## config.mk

```make
export PLATFORM = sky130hd
export DESIGN_NAME = player_sprite_renderer_flat
export DESIGN_NICKNAME = d
export VERILOG_FILES = /design/src/rtl/player_sprite_renderer_pkg.sv /design/src/rtl/player_sprite_renderer_if.sv /design/src/rtl/player_sprite_renderer_frame_ctrl.sv /design/src/rtl/player_sprite_renderer.sv /design/src/flat_wrapper.sv
export SDC_FILE = /design/constraint.sdc
export NUM_CORES = 1
export LEC_CHECK = 0
export BUFFER_PORTS_ARGS = -buffer_cell sky130_fd_sc_hd__buf_4
export CELL_PAD_IN_SITES_DETAIL_PLACEMENT = 1
export CELL_PAD_IN_SITES_GLOBAL_PLACEMENT = 2
export CORE_ASPECT_RATIO = 1.4
export CORE_UTILIZATION = 37
export DETAILED_ROUTE_END_ITERATION = 8
export HOLD_SLACK_MARGIN = 0.05
export MAX_ROUTING_LAYER = met4
export PLACE_DENSITY_LB_ADDON = 0.1
export REMOVE_ABC_BUFFERS = 1
export SLEW_MARGIN = 10
export SYNTH_ARGS = -nofsm -noshare
export SYNTH_HDL_FRONTEND = slang
export SYNTH_SLANG_ARGS = --single-unit
```

## constraint.sdc

```tcl
create_clock -name Clk -period 9.75 [get_ports Clk]
set_clock_uncertainty 0.05 [all_clocks]
set_input_delay 1.95 -clock Clk [delete_from_list [all_inputs] [get_ports Clk]]
set_output_delay 1.95 -clock Clk [all_outputs]
set_load 0.01 [all_outputs]
```

## src/rtl/player_sprite_renderer_pkg.sv

```systemverilog
// Shared constants, types, palette and ROM address helper for the player sprite renderer.
package player_sprite_renderer_pkg;

    localparam int unsigned SPR_W      = 20;
    localparam int unsigned SPR_H      = 40;
    localparam int unsigned NUM_FRAMES = 4;
    localparam int unsigned ANIM_DIV   = 6;
    localparam int unsigned ADDR_W     = 12;
    localparam int unsigned X_RESET    = 80;
    localparam int unsigned Y_RESET    = 378;
    localparam int unsigned COORD_W    = 10;
    localparam int unsigned REL_W      = COORD_W + 1;
    localparam int unsigned RGB_W      = 24;
    localparam int unsigned FRAME_W    = $clog2(NUM_FRAMES);
    localparam int unsigned CNT_W      = $clog2(ANIM_DIV);
    localparam int unsigned COL_W      = $clog2(SPR_W);
    localparam int unsigned ROW_W      = $clog2(SPR_H);

    typedef logic [3:0]         pal_idx_t;
    typedef logic [FRAME_W-1:0] frame_t;
    typedef logic [COORD_W-1:0] coord_t;
    typedef logic [ADDR_W-1:0]  rom_addr_t;
    typedef logic [RGB_W-1:0]   rgb_t;

    // Index 0 is transparent; its colour is never shown.
    localparam rgb_t PALETTE [16] = '{
        24'h000000, 24'hF8D8B0, 24'hE04020, 24'h2040C0,
        24'h402010, 24'hFFD000, 24'h101010, 24'hFFFFFF,
        24'hA0A0A0, 24'h00A000, 24'h804000, 24'hC08040,
        24'hFF8080, 24'h0080FF, 24'h606060, 24'hFF00FF
    };

    // frame*800 + row*20 + col, constant multiplies written as shift-add (SPR_W=20, SPR_H=40).
    function automatic rom_addr_t sprite_addr(input frame_t frame,
                                              input logic [ROW_W-1:0] row,
                                              input logic [COL_W-1:0] col);
        rom_addr_t a_f;
        rom_addr_t a_r;
        rom_addr_t a_c;
        a_f = ADDR_W'(frame);
        a_r = ADDR_W'(row);
        a_c = ADDR_W'(col);
        return (a_f << 9) + (a_f << 8) + (a_f << 5) + (a_r << 4) + (a_r << 2) + a_c;
    endfunction

endpackage

```

## src/rtl/player_sprite_renderer_if.sv

```systemverilog
// Video-side bundle between the pixel source / sprite ROM and the sprite renderer.
interface player_sprite_renderer_if;
    import player_sprite_renderer_pkg::*;

    logic      vs;
    coord_t    DrawX;
    coord_t    DrawY;
    coord_t    BallX;
    coord_t    BallY;
    rom_addr_t rom_addr;
    pal_idx_t  rom_q;
    logic      sprite_on;
    rgb_t      sprite_rgb;
    logic      facing_left;
    coord_t    prev_x;

    modport slave (
        input  vs, DrawX, DrawY, BallX, BallY, rom_q,
        output rom_addr, sprite_on, sprite_rgb, facing_left, prev_x
    );

    modport master (
        output vs, DrawX, DrawY, BallX, BallY, rom_q,
        input  rom_addr, sprite_on, sprite_rgb, facing_left, prev_x
    );

endinterface

```

## src/rtl/player_sprite_renderer_frame_ctrl.sv

```systemverilog
// Per-frame state: vsync edge detect, latched player position, facing and walk-cycle frame.
module player_sprite_renderer_frame_ctrl
    import player_sprite_renderer_pkg::*;
(
    input  logic   clk,
    input  logic   rst_n,
    input  logic   vs,
    input  coord_t ball_x,
    input  coord_t ball_y,
    output coord_t lat_x,
    output coord_t lat_y,
    output coord_t prev_x,
    output frame_t frame_idx,
    output logic   facing_left
);

    logic             vs_d;
    logic [CNT_W-1:0] move_cnt;
    logic             vs_fall;

    assign vs_fall = vs_d & ~vs;

    // Position and animation update only on the vsync falling edge so a frame never tears.
    always_ff @(posedge clk or negedge rst_n) begin
        if (!rst_n) begin
            vs_d        <= 1'b1;
            lat_x       <= COORD_W'(X_RESET);
            lat_y       <= COORD_W'(Y_RESET);
            prev_x      <= COORD_W'(X_RESET);
            frame_idx   <= '0;
            move_cnt    <= '0;
            facing_left <= 1'b0;
        end else begin
            vs_d <= vs;
            if (vs_fall) begin
                lat_x  <= ball_x;
                lat_y  <= ball_y;
                prev_x <= lat_x;
                if (ball_x > lat_x) begin
                    facing_left <= 1'b0;
                end else if (ball_x < lat_x) begin
                    facing_left <= 1'b1;
                end
                if (ball_x == lat_x) begin
                    frame_idx <= '0;
                    move_cnt  <= '0;
                end else if (move_cnt == CNT_W'(ANIM_DIV - 1)) begin
                    move_cnt  <= '0;
                    frame_idx <= (frame_idx == FRAME_W'(NUM_FRAMES - 1)) ? '0
                                                                         : frame_idx + 1'b1;
                end else begin
                    move_cnt <= move_cnt + 1'b1;
                end
            end
        end
    end

endmodule

```

## src/rtl/player_sprite_renderer.sv

```systemverilog
// Player sprite overlay: 3-stage pixel pipeline (hit-test -> ROM address -> palette/transparency).
module player_sprite_renderer
    import player_sprite_renderer_pkg::*;
(
    input  logic                      Clk,
    input  logic                      Reset_n,
    player_sprite_renderer_if.slave   bus
);

    coord_t lat_x;
    coord_t lat_y;
    frame_t frame_idx;

    player_sprite_renderer_frame_ctrl u_ctrl (
        .clk         (Clk),
        .rst_n       (Reset_n),
        .vs          (bus.vs),
        .ball_x      (bus.BallX),
        .ball_y      (bus.BallY),
        .lat_x       (lat_x),
        .lat_y       (lat_y),
        .prev_x      (bus.prev_x),
        .frame_idx   (frame_idx),
        .facing_left (bus.facing_left)
    );

    logic signed [REL_W-1:0] rel_x;
    logic signed [REL_W-1:0] rel_y;
    logic [COL_W-1:0]        col;
    logic                    hit;
    rom_addr_t               addr;
    logic                    hit_s1;
    logic                    hit_s2;
    logic                    opaque;

    // Signed relative coordinates stop an off-screen sprite from aliasing to the far edge.
    always_comb begin
        rel_x = $signed({1'b0, bus.DrawX}) - $signed({1'b0, lat_x})
              + $signed(REL_W'(SPR_W / 2));
        rel_y = $signed({1'b0, bus.DrawY}) - $signed({1'b0, lat_y})
              + $signed(REL_W'(SPR_H / 2));
        hit   = !rel_x[REL_W-1] && (rel_x < $signed(REL_W'(SPR_W)))
             && !rel_y[REL_W-1] && (rel_y < $signed(REL_W'(SPR_H)));
        col   = bus.facing_left ? COL_W'(SPR_W - 1) - rel_x[COL_W-1:0] : rel_x[COL_W-1:0];
        addr  = sprite_addr(frame_idx, rel_y[ROW_W-1:0], col);
    end

    assign opaque = hit_s2 && (bus.rom_q != '0);

    always_ff @(posedge Clk or negedge Reset_n) begin
        if (!Reset_n) begin
            hit_s1         <= 1'b0;
            hit_s2         <= 1'b0;
            bus.rom_addr   <= '0;
            bus.sprite_on  <= 1'b0;
            bus.sprite_rgb <= '0;
        end else begin
            hit_s1 <= hit;
            if (hit) begin
                bus.rom_addr <= addr;
            end
            hit_s2         <= hit_s1;
            bus.sprite_on  <= opaque;
            bus.sprite_rgb <= opaque ? PALETTE[bus.rom_q] : '0;
        end
    end

endmodule

```

## src/flat_wrapper.sv

```systemverilog
// flat-port wrapper written by rule: the top's interface ports become plain ports
module player_sprite_renderer_flat import player_sprite_renderer_pkg::*;
  (Clk, Reset_n, bus_vs, bus_DrawX, bus_DrawY, bus_BallX, bus_BallY, bus_rom_q, bus_rom_addr, bus_sprite_on, bus_sprite_rgb, bus_facing_left, bus_prev_x);
  player_sprite_renderer_if bus_i ();
  input  logic Clk;
  input  logic Reset_n;
  input wire logic [$bits(bus_i.vs)-1:0] bus_vs;
  input wire logic [$bits(bus_i.DrawX)-1:0] bus_DrawX;
  input wire logic [$bits(bus_i.DrawY)-1:0] bus_DrawY;
  input wire logic [$bits(bus_i.BallX)-1:0] bus_BallX;
  input wire logic [$bits(bus_i.BallY)-1:0] bus_BallY;
  input wire logic [$bits(bus_i.rom_q)-1:0] bus_rom_q;
  output wire logic [$bits(bus_i.rom_addr)-1:0] bus_rom_addr;
  output wire logic [$bits(bus_i.sprite_on)-1:0] bus_sprite_on;
  output wire logic [$bits(bus_i.sprite_rgb)-1:0] bus_sprite_rgb;
  output wire logic [$bits(bus_i.facing_left)-1:0] bus_facing_left;
  output wire logic [$bits(bus_i.prev_x)-1:0] bus_prev_x;
  assign bus_i.vs = bus_vs;
  assign bus_i.DrawX = bus_DrawX;
  assign bus_i.DrawY = bus_DrawY;
  assign bus_i.BallX = bus_BallX;
  assign bus_i.BallY = bus_BallY;
  assign bus_i.rom_q = bus_rom_q;
  assign bus_rom_addr = bus_i.rom_addr;
  assign bus_sprite_on = bus_i.sprite_on;
  assign bus_sprite_rgb = bus_i.sprite_rgb;
  assign bus_facing_left = bus_i.facing_left;
  assign bus_prev_x = bus_i.prev_x;
  player_sprite_renderer u_core (.Clk(Clk), .Reset_n(Reset_n), .bus(bus_i));
endmodule
```

==> flow_summary.json, run 1 <==
{
  "grt_max_degree": 70,
  "synthCells": 504,
  "final_common_cell": "buf_4",
  "numPortBuffers": 94,
  "num_vias": 3821,
  "internal_power_mw": 0.785,
  "rsz0062_at_grt": "false",
  "r2r_cells": 19,
  "worstPathArrival_ns": 5.95,
  "grt_pass1_vias": 4137,
  "hpwl_microns": 8860,
  "ys_ff_latch": 69,
  "fp-row-count": 48,
  "ant_nets": 0,
  "powerDensity_nw_per_um2": 216,
  "die_w_microns": 98.0,
  "cts_tree": "done",
  "boundaryPins": 95,
  "finalMaxSlewViolations": 0,
  "clkSinkCount": 69,
  "path_clk_slew_ns": 0.06,
  "clock_path_buffers": 2,
  "rrSetupSlack_ns": 5.30,
  "wl_per_cell_microns": 15.8,
  "min-delay-start": "u_core.hit_s1",
  "core_sq_um": 12400,
  "drc": 8,
  "drtPass1Iterations": 6,
  "synth_edf_count": 0,
  "worst_pin_slew_ns": 0.930,
  "drt-initial-drc-count": 97,
  "antenna-diode-count": 0,
  "hold_violations": 0,
  "rr_startpoint": "u_core.u_ctrl.lat_x[1]",
  "min_to": "u_core.hit_s2",
  "fin_util_pct": 47.1,
  "synth_cell_types": 58,
  "synth_simple_gate_area_share_pct": 12.9,
  "grt_pass1_wl_microns": 19900,
  "synth_top_family_by_area": "adder cells",
  "syn_area_sq_um": 4770,
  "synth-xor-area-share_pct": 3.85,
  "fillers": 1438,
  "die_h_microns": 136,
  "final_cell_mix": "buf_4 (97), ha_1 (68), nand2_1 (64)",
  "h-tree-depth": 3,
  "holdWs_ns": 0.297,
  "cts_root_buf": "clkbuf_16",
  "critical_path_class": "in -> reg",
  "regArea_sq_um": 1740,
  "synth-seq-area-share_pct": 36.5,
  "overflow": 0,
  "routed_wirelength_microns": 11800,
  "clockPowerShare_pct": 25.0,
  "hp-class": "reg -> reg",
  "path_max_fanout": 3,
  "seqPwrFrac_pct": 26.8,
  "comb_power_share_pct": 48.2,
  "postSynthAreaPerCell_sq_um": 9.47,
  "yosys_warnings": 0,
  "async_reset_ff_share_pct": 100,
  "nNetsFinal": 713,
  "areaGrowthSynthToFinish_pct": 22.8,
  "synth_flop_cell": "dfrtp_1",
  "startpoint_type": "primary input",
  "sw_frac_of_total_pct": 38.0,
  "antenna_found_initial": 0,
  "synth_compound_area_share_pct": 15.0,
  "cts_inserted_buffers": 9,
  "maxCapViolCount": 0,
  "fin_crit_ns": 5.78,
  "post_cts_buffers": 0,
  "drive_gt1_share_pct": 24.2,
  "hold_buffers": 0,
  "initial_core_util_pct": 38.4,
  "relSlewSlack_pct": 37.5,
  "whs_path_depth": 0,
  "cts.repair.resized": 0,
  "max_freq_mhz": 173,
  "timing.critical_path.required_ns": 9.92,
  "multi_input_comb_area_sq_um": 2710,
  "violations": "DRC",
  "p_leak_nw": 2.99,
  "die_area_sq_um": 13400,
  "setup_violations": 0,
  "irDropWorstVdd_v": 0.0000926,
  "gp_congestion": 0.781,
  "tns_ns": 0,
  "p_switching_mw": 0.481,
  "synthAdderAreaFrac_pct": 20.8,
  "status": "finished with violations",
  "grt_util_all_layers_pct": 19.5,
  "via_per_inst": 5.12,
  "r2r_end": "u_core.bus.rom_addr[10]",
  "clk_latency_ns": 0.34,
  "synthMuxAreaShare_pct": 4.12,
  "cp-end-kind": "register",
  "fin_crit_sh_pct": 59.3
}
-- flip-flops by register name, summed over array words and instances (netlist names), 2 cells and up --
register,flops
u_core.bus.rom_addr,12
u_core.bus.sprite_rgb,17
u_core.u_ctrl.frame_idx,2
u_core.u_ctrl.lat_x,10
u_core.u_ctrl.lat_y,10
u_core.u_ctrl.move_cnt,3
u_core.u_ctrl.prev_x,10
-- worst max-delay path by stage --
| stage | slack, ns | from | cells after the start | endpoint |
|---|---|---|---|---|
| floorplan | 3.93 | bus_DrawX[1] | 20 | u_core.bus.rom_addr[10] |
| detailed placement | 3.60 | bus_DrawX[1] | 21 | u_core.bus.rom_addr[10] |
| global placement | 3.67 | bus_DrawX[1] | 21 | u_core.bus.rom_addr[10] |
| finish | 3.97 | bus_DrawX[1] | 21 | u_core.bus.rom_addr[10] |
| global route | 3.67 | bus_DrawX[1] | 21 | u_core.bus.rom_addr[10] |
| CTS | 3.93 | bus_DrawX[1] | 21 | u_core.bus.rom_addr[10] |
-- cell usage after synthesis (2+ instances only) --
| cell type | instances | area share [%] |
|---|---|---|
| and3_1 | 2 | 0.26 |
| a211oi_1 | 4 | 0.63 |
| dfrtp_1 | 58 | 30 |
| a21boi_0 | 2 | 0.31 |
| nor4_1 | 2 | 0.26 |
| dfstp_2 | 11 | 6.1 |
| a21o_1 | 7 | 1.1 |
| mux2i_1 | 2 | 0.42 |
| xor2_1 | 9 | 1.7 |
| nand4_1 | 3 | 0.39 |
| mux2_4 | 8 | 2.5 |
| nor2_1 | 27 | 2.1 |
| nand2b_1 | 5 | 0.66 |
| o21a_1 | 6 | 0.94 |
| fa_1 | 7 | 2.9 |
| ha_1 | 68 | 18 |
| nand3_1 | 4 | 0.42 |
| a22oi_1 | 2 | 0.31 |
| mux2_2 | 5 | 1.2 |
| a221oi_1 | 2 | 0.37 |
| or3_1 | 3 | 0.39 |
| and2_1 | 2 | 0.26 |
| o21ai_0 | 42 | 4.4 |
| clkbuf_1 | 12 | 0.94 |
| xnor2_1 | 12 | 2.2 |
| nand2_1 | 64 | 5.0 |
| a22o_1 | 3 | 0.55 |
| nand3b_1 | 3 | 0.47 |
| nor3_1 | 4 | 0.42 |
| o211ai_1 | 3 | 0.47 |
| nor2b_1 | 8 | 1.0 |
| o22ai_1 | 2 | 0.26 |
| inv_1 | 55 | 4.3 |
| a31oi_1 | 2 | 0.26 |
| buf_4 | 7 | 1.1 |
| a21oi_1 | 26 | 2.7 |
-- layout make-up --
class                      instances  area share [%]
clock buffer                      11            4.31
clock inverter                     5           0.576
sequential                        69            29.7
inverter                          56            3.59
multi-input combinational        358            46.2
timing repair buffer              97            12.4
tap                              150            3.20
-- cells by family (layout without fill, tap and decap cells) --
family / after synthesis / count (layout)
adder cells (fa/ha/maj): 75 / 75
XOR/XNOR: 21 / 21
multiplexers: 15 / 15
AND/OR/NAND/NOR: 132 / 132
buffers and inverters: 77 / 169
flip-flops: 69 / 69
AO/OA/AOI/OAI: 115 / 115
-- layer usage --
layer  vias up  global-route usage [%]  wire length, microns
li1       1888                       -                     -
met5         -                       -                     0
met1      1849                    22.4                  5020
met2        71                    34.1                  6120
met3        13                    4.06                   467
met4         0                    5.81                   142
-- stage by stage --
step	std cells	power, mW	area, sq um	setup WS (ns)
after detailed placement	730	0.965	5570	3.60
after floorplan	483	0.791	4660	3.93
after CTS	746	1.30	5860	3.93
after global placement	730	0.947	5570	3.67
final	746	1.27	5860	3.97
after global routing	746	1.38	5860	3.67
-- power groups by stage --
stage,clock network [mW],logic [mW],registers (mW)
after floorplan,0,0.448,0.343
after global placement,0,0.605,0.343
after detailed placement,0,0.621,0.344
after CTS,0.330,0.627,0.340
after global routing,0.339,0.699,0.343
final,0.316,0.610,0.339
-- worst max-delay path, stage by stage --
cell and delay [ns]:
buf_4 0.07, inv_1 0.03, ha_1 0.27, inv_1 0.04, ha_1 0.21, fa_1 0.41, xor2_1 0.25, inv_1 0.07
ha_1 0.19, nand2_1 0.07, xnor2_1 0.08, fa_1 0.57, inv_1 0.06, ha_1 0.28, a21o_1 0.18, a21oi_1 0.21
nor2b_1 0.09, o21a_1 0.19, o41a_1 0.32, xor2_1 0.15, mux2_4 0.25
Power figures use the tool's default switching activity.
==> run 2: changes to the inputs <==
--- a/config.mk
+++ b/config.mk
@@ -5,11 +5,12 @@
 export SDC_FILE = /design/constraint.sdc
 export NUM_CORES = 1
 export LEC_CHECK = 0
+export ABC_AREA = 1
 export BUFFER_PORTS_ARGS = -buffer_cell sky130_fd_sc_hd__buf_4
 export CELL_PAD_IN_SITES_DETAIL_PLACEMENT = 1
 export CELL_PAD_IN_SITES_GLOBAL_PLACEMENT = 2
 export CORE_ASPECT_RATIO = 1.4
-export CORE_UTILIZATION = 37
+export CORE_UTILIZATION = 32
 export DETAILED_ROUTE_END_ITERATION = 8
 export HOLD_SLACK_MARGIN = 0.05
 export MAX_ROUTING_LAYER = met4
==> constraint.sdc (replaced) <==
create_clock -name Clk -period 5.4 [get_ports Clk]
set_clock_uncertainty 0.05 [all_clocks]
set_input_delay 1.08 -clock Clk [delete_from_list [all_inputs] [get_ports Clk]]
set_output_delay 1.08 -clock Clk [all_outputs]
set_load 0.01 [all_outputs]
==> run 2 against run 1 <==
The flow now finishes without violations. Critical endpoint is now u_core.bus.rom_addr[9]. Via count rose by 14%. Area after synthesis grew 4.7%. Die area rose by 21%. Cell count is 24% higher. Design area increased by 5.0%. Sequential share of layout area is 1.4 points lower. Flip-flop and latch count unchanged. Global-route usage shrank 1.5 points. Routed wire length rose by 9.4%. First-iteration DRC count grew 19%. Clock-buffer cell count unchanged. Worst hold slack better by 0.020 ns.
==> flow_summary.json, run 2 <==
{
  "status": "completed",
  "hold_violations": 0,
  "cp-end-kind": "register",
  "path_max_fanout": 3,
  "synth_cell_types": 33,
  "comb_power_share_pct": 50.0,
  "synth_edf_count": 0,
  "num_vias": 4345,
  "timing.critical_path.required_ns": 5.57,
  "die_h_microns": 150,
  "finalMaxSlewViolations": 0,
  "async_reset_ff_share_pct": 100,
  "clock_path_buffers": 2,
  "ys_ff_latch": 69,
  "fillers": 1866,
  "tns_ns": 0,
  "initial_core_util_pct": 33.1,
  "syn_area_sq_um": 5000,
  "cts_inserted_buffers": 9,
  "largest_register": "u_core.bus.sprite_rgb",
  "yosys_warnings": 0,
  "grt-busiest-layer": "met2",
  "hp-class": "reg -> reg",
  "synthCells": 639,
  "regArea_sq_um": 1740,
  "place_ws_ns": 0.381,
  "antenna-diode-count": 0,
  "grt_pass1_wl_microns": 22000,
  "largest_reg_flops": 17,
  "grt_max_degree": 70,
  "numPortBuffers": 94,
  "nNetsFinal": 850,
  "relSlewSlack_pct": 37.8,
  "via_per_inst": 4.70,
  "hpwl_microns": 10100,
  "multi_input_comb_area_sq_um": 2710,
  "clockPowerShare_pct": 25.2,
  "fin_crit_sh_pct": 85.7,
  "gp_congestion": 0.802,
  "final_common_cell": "nand2_1",
  "die_w_microns": 108,
  "critical_path_class": "in -> reg",
  "worstPathArrival_ns": 4.80,
  "path_clk_slew_ns": 0.06,
  "drive_gt1_share_pct": 19.4,
  "synth_flop_cell": "dfrtp_1",
  "synth_top_cell_by_area": "dfrtp_1",
  "h-tree-depth": 3,
  "seqPwrFrac_pct": 24.8,
  "clkSinkCount": 69,
  "use_met2_pct": 31.3,
  "p_leak_nw": 3.38,
  "p_switching_mw": 1.04,
  "worst_pin_slew_ns": 0.927,
  "final_cell_mix": "nand2_1 (163), inv_1 (112), buf_4 (96)",
  "clk_latency_ns": 0.34,
  "internal_power_mw": 1.42,
  "ant_nets": 0,
  "rsz0062_at_grt": "false",
  "met3_usage_pct": 2.92,
  "synth_common_cells": "nand2_1 (163), inv_1 (112), ha_1 (68)",
  "finalWorstSetupSlack_ns": 0.771,
  "grt_pass1_vias": 4661,
  "die_area_sq_um": 16100,
  "yosys.area.top_type_share_pct": 29.0,
  "irDropWorstVdd_v": 0.000206,
  "fp-row-count": 53,
  "drtPass1Iterations": 4,
  "sw_frac_of_total_pct": 42.2,
  "setup_violations": 0,
  "antenna_found_initial": 0,
  "cts_tree": "done",
  "grt_use_met1_pct": 20.4,
  "wl_per_cell_microns": 13.9,
  "postSynthAreaPerCell_sq_um": 7.82,
  "core_sq_um": 15100,
  "routed_wirelength_microns": 12900,
  "overflow": 0,
  "drc": 0,
  "synth_most_common_cell": "nand2_1",
  "fin_crit_ns": 4.63,
  "synth-seq-area-share_pct": 34.8,
  "cts_root_buf": "clkbuf_16",
  "areaGrowthSynthToFinish_pct": 23.1,
  "fin_util_pct": 40.7,
  "boundaryPins": 95,
  "drt-initial-drc-count": 115,
  "powerDensity_nw_per_um2": 399,
  "startpoint_type": "primary input",
  "holdWs_ns": 0.317,
  "grt_util_all_layers_pct": 18.0,
  "cts.repair.resized": 0,
  "reg_top3": "u_core.bus.sprite_rgb x17, u_core.bus.rom_addr x12",
  "synth_area_leaders": "dfrtp_1 (29%), ha_1 (17%), nand2_1 (12%)",
  "max_freq_mhz": 216,
  "hold_buffers": 0,
  "post_cts_buffers": 0,
  "maxCapViolCount": 0,
  "p_total_mw": 2.45
}
run 2: cell types whose count changed in the layout (fill, tap and decap cells not counted), moves of 6 or more:
cell and delta:
nor2b_1 -7, mux2_4 -8, nand3_1 +26, nor3_1 +8, nand4_1 +9, nand2_1 +99
a21o_1 -7, nor2_1 +7, xnor2_1 -6, o21ai_2 +6, inv_1 +57, o21a_1 -6
run 2: worst max-delay path, cell delays in order:
cell	delay, ns
buf_4	0.08
inv_1	0.04
ha_1	0.26
inv_1	0.04
ha_1	0.23
fa_1	0.43
xnor2_1	0.29
ha_1	0.19
nand2_1	0.06
xor2_1	0.16
inv_1	0.07
fa_1	0.50
fa_1	0.47
o21ai_0	0.36
a21oi_1	0.12
nor2_1	0.11
nor2_1	0.05
xor2_1	0.17
o21ai_2	0.08
run 2: kinds of logic (layout without fill, tap and decap cells):
kind of cell	after synthesis	after routing	synth area share, %
and+or+nand+nor	266	266	22.9
adders and majority gates	75	75	19.8
buffers and inverters	134	228	11.0
DFF	69	69	34.8
AOI/OAI and AO/OA	83	83	9.34
xor gates and xnor gates	12	12	2.10
run 2: final cells by class:
class / instances / share of cell area [%]
inverter: 116 / 7.16
clock buffer: 11 / 3.95
timing repair buffer: 96 / 11.7
tap: 192 / 3.91
multi-input combinational: 436 / 44.0
sequential: 69 / 28.3
clock inverter: 5 / 0.956
run 2: through the flow:
stage	instance area [sq um]	cells
2_1_floorplan	4890	621
3_3_place_gp	5850	909
3_5_place_dp	5850	909
4_1_cts	6150	925
5_1_grt	6150	925
6_report	6150	925
run 2: path summary, 6_finish.rpt:
kind,start,to,slack [ns],cells past startpoint
max in group asynchronous,Reset_n,u_core.bus.sprite_rgb[10],3.90,1
min in group asynchronous,Reset_n,u_core.u_ctrl.lat_y[7],0.82,1
worst min register to register,u_core.hit_s1,u_core.hit_s2,0.32,0
worst max register to register,u_core.u_ctrl.lat_x[1],u_core.bus.rom_addr[9],1.23,17
worst min-delay path,u_core.hit_s1,u_core.hit_s2,0.32,0
worst max-delay path,bus_DrawX[1],u_core.bus.rom_addr[9],0.77,19
run 2: per-layer routing:
layer	vias to the layer above	part of all wire (%)
met4	0	1.9
li1	2207	-
met1	2044	44
met3	16	3.4
met2	78	51
met5	-	0
run 2: power groups by stage:
stage	sequential, mW	clock (mW)	combinational, mW
2_1_floorplan	0.619	0	0.883
3_5_place_dp	0.618	0	1.24
4_1_cts	0.610	0.644	1.25
6_report	0.608	0.618	1.23
3_3_place_gp	0.616	0	1.20
5_1_grt	0.616	0.658	1.40
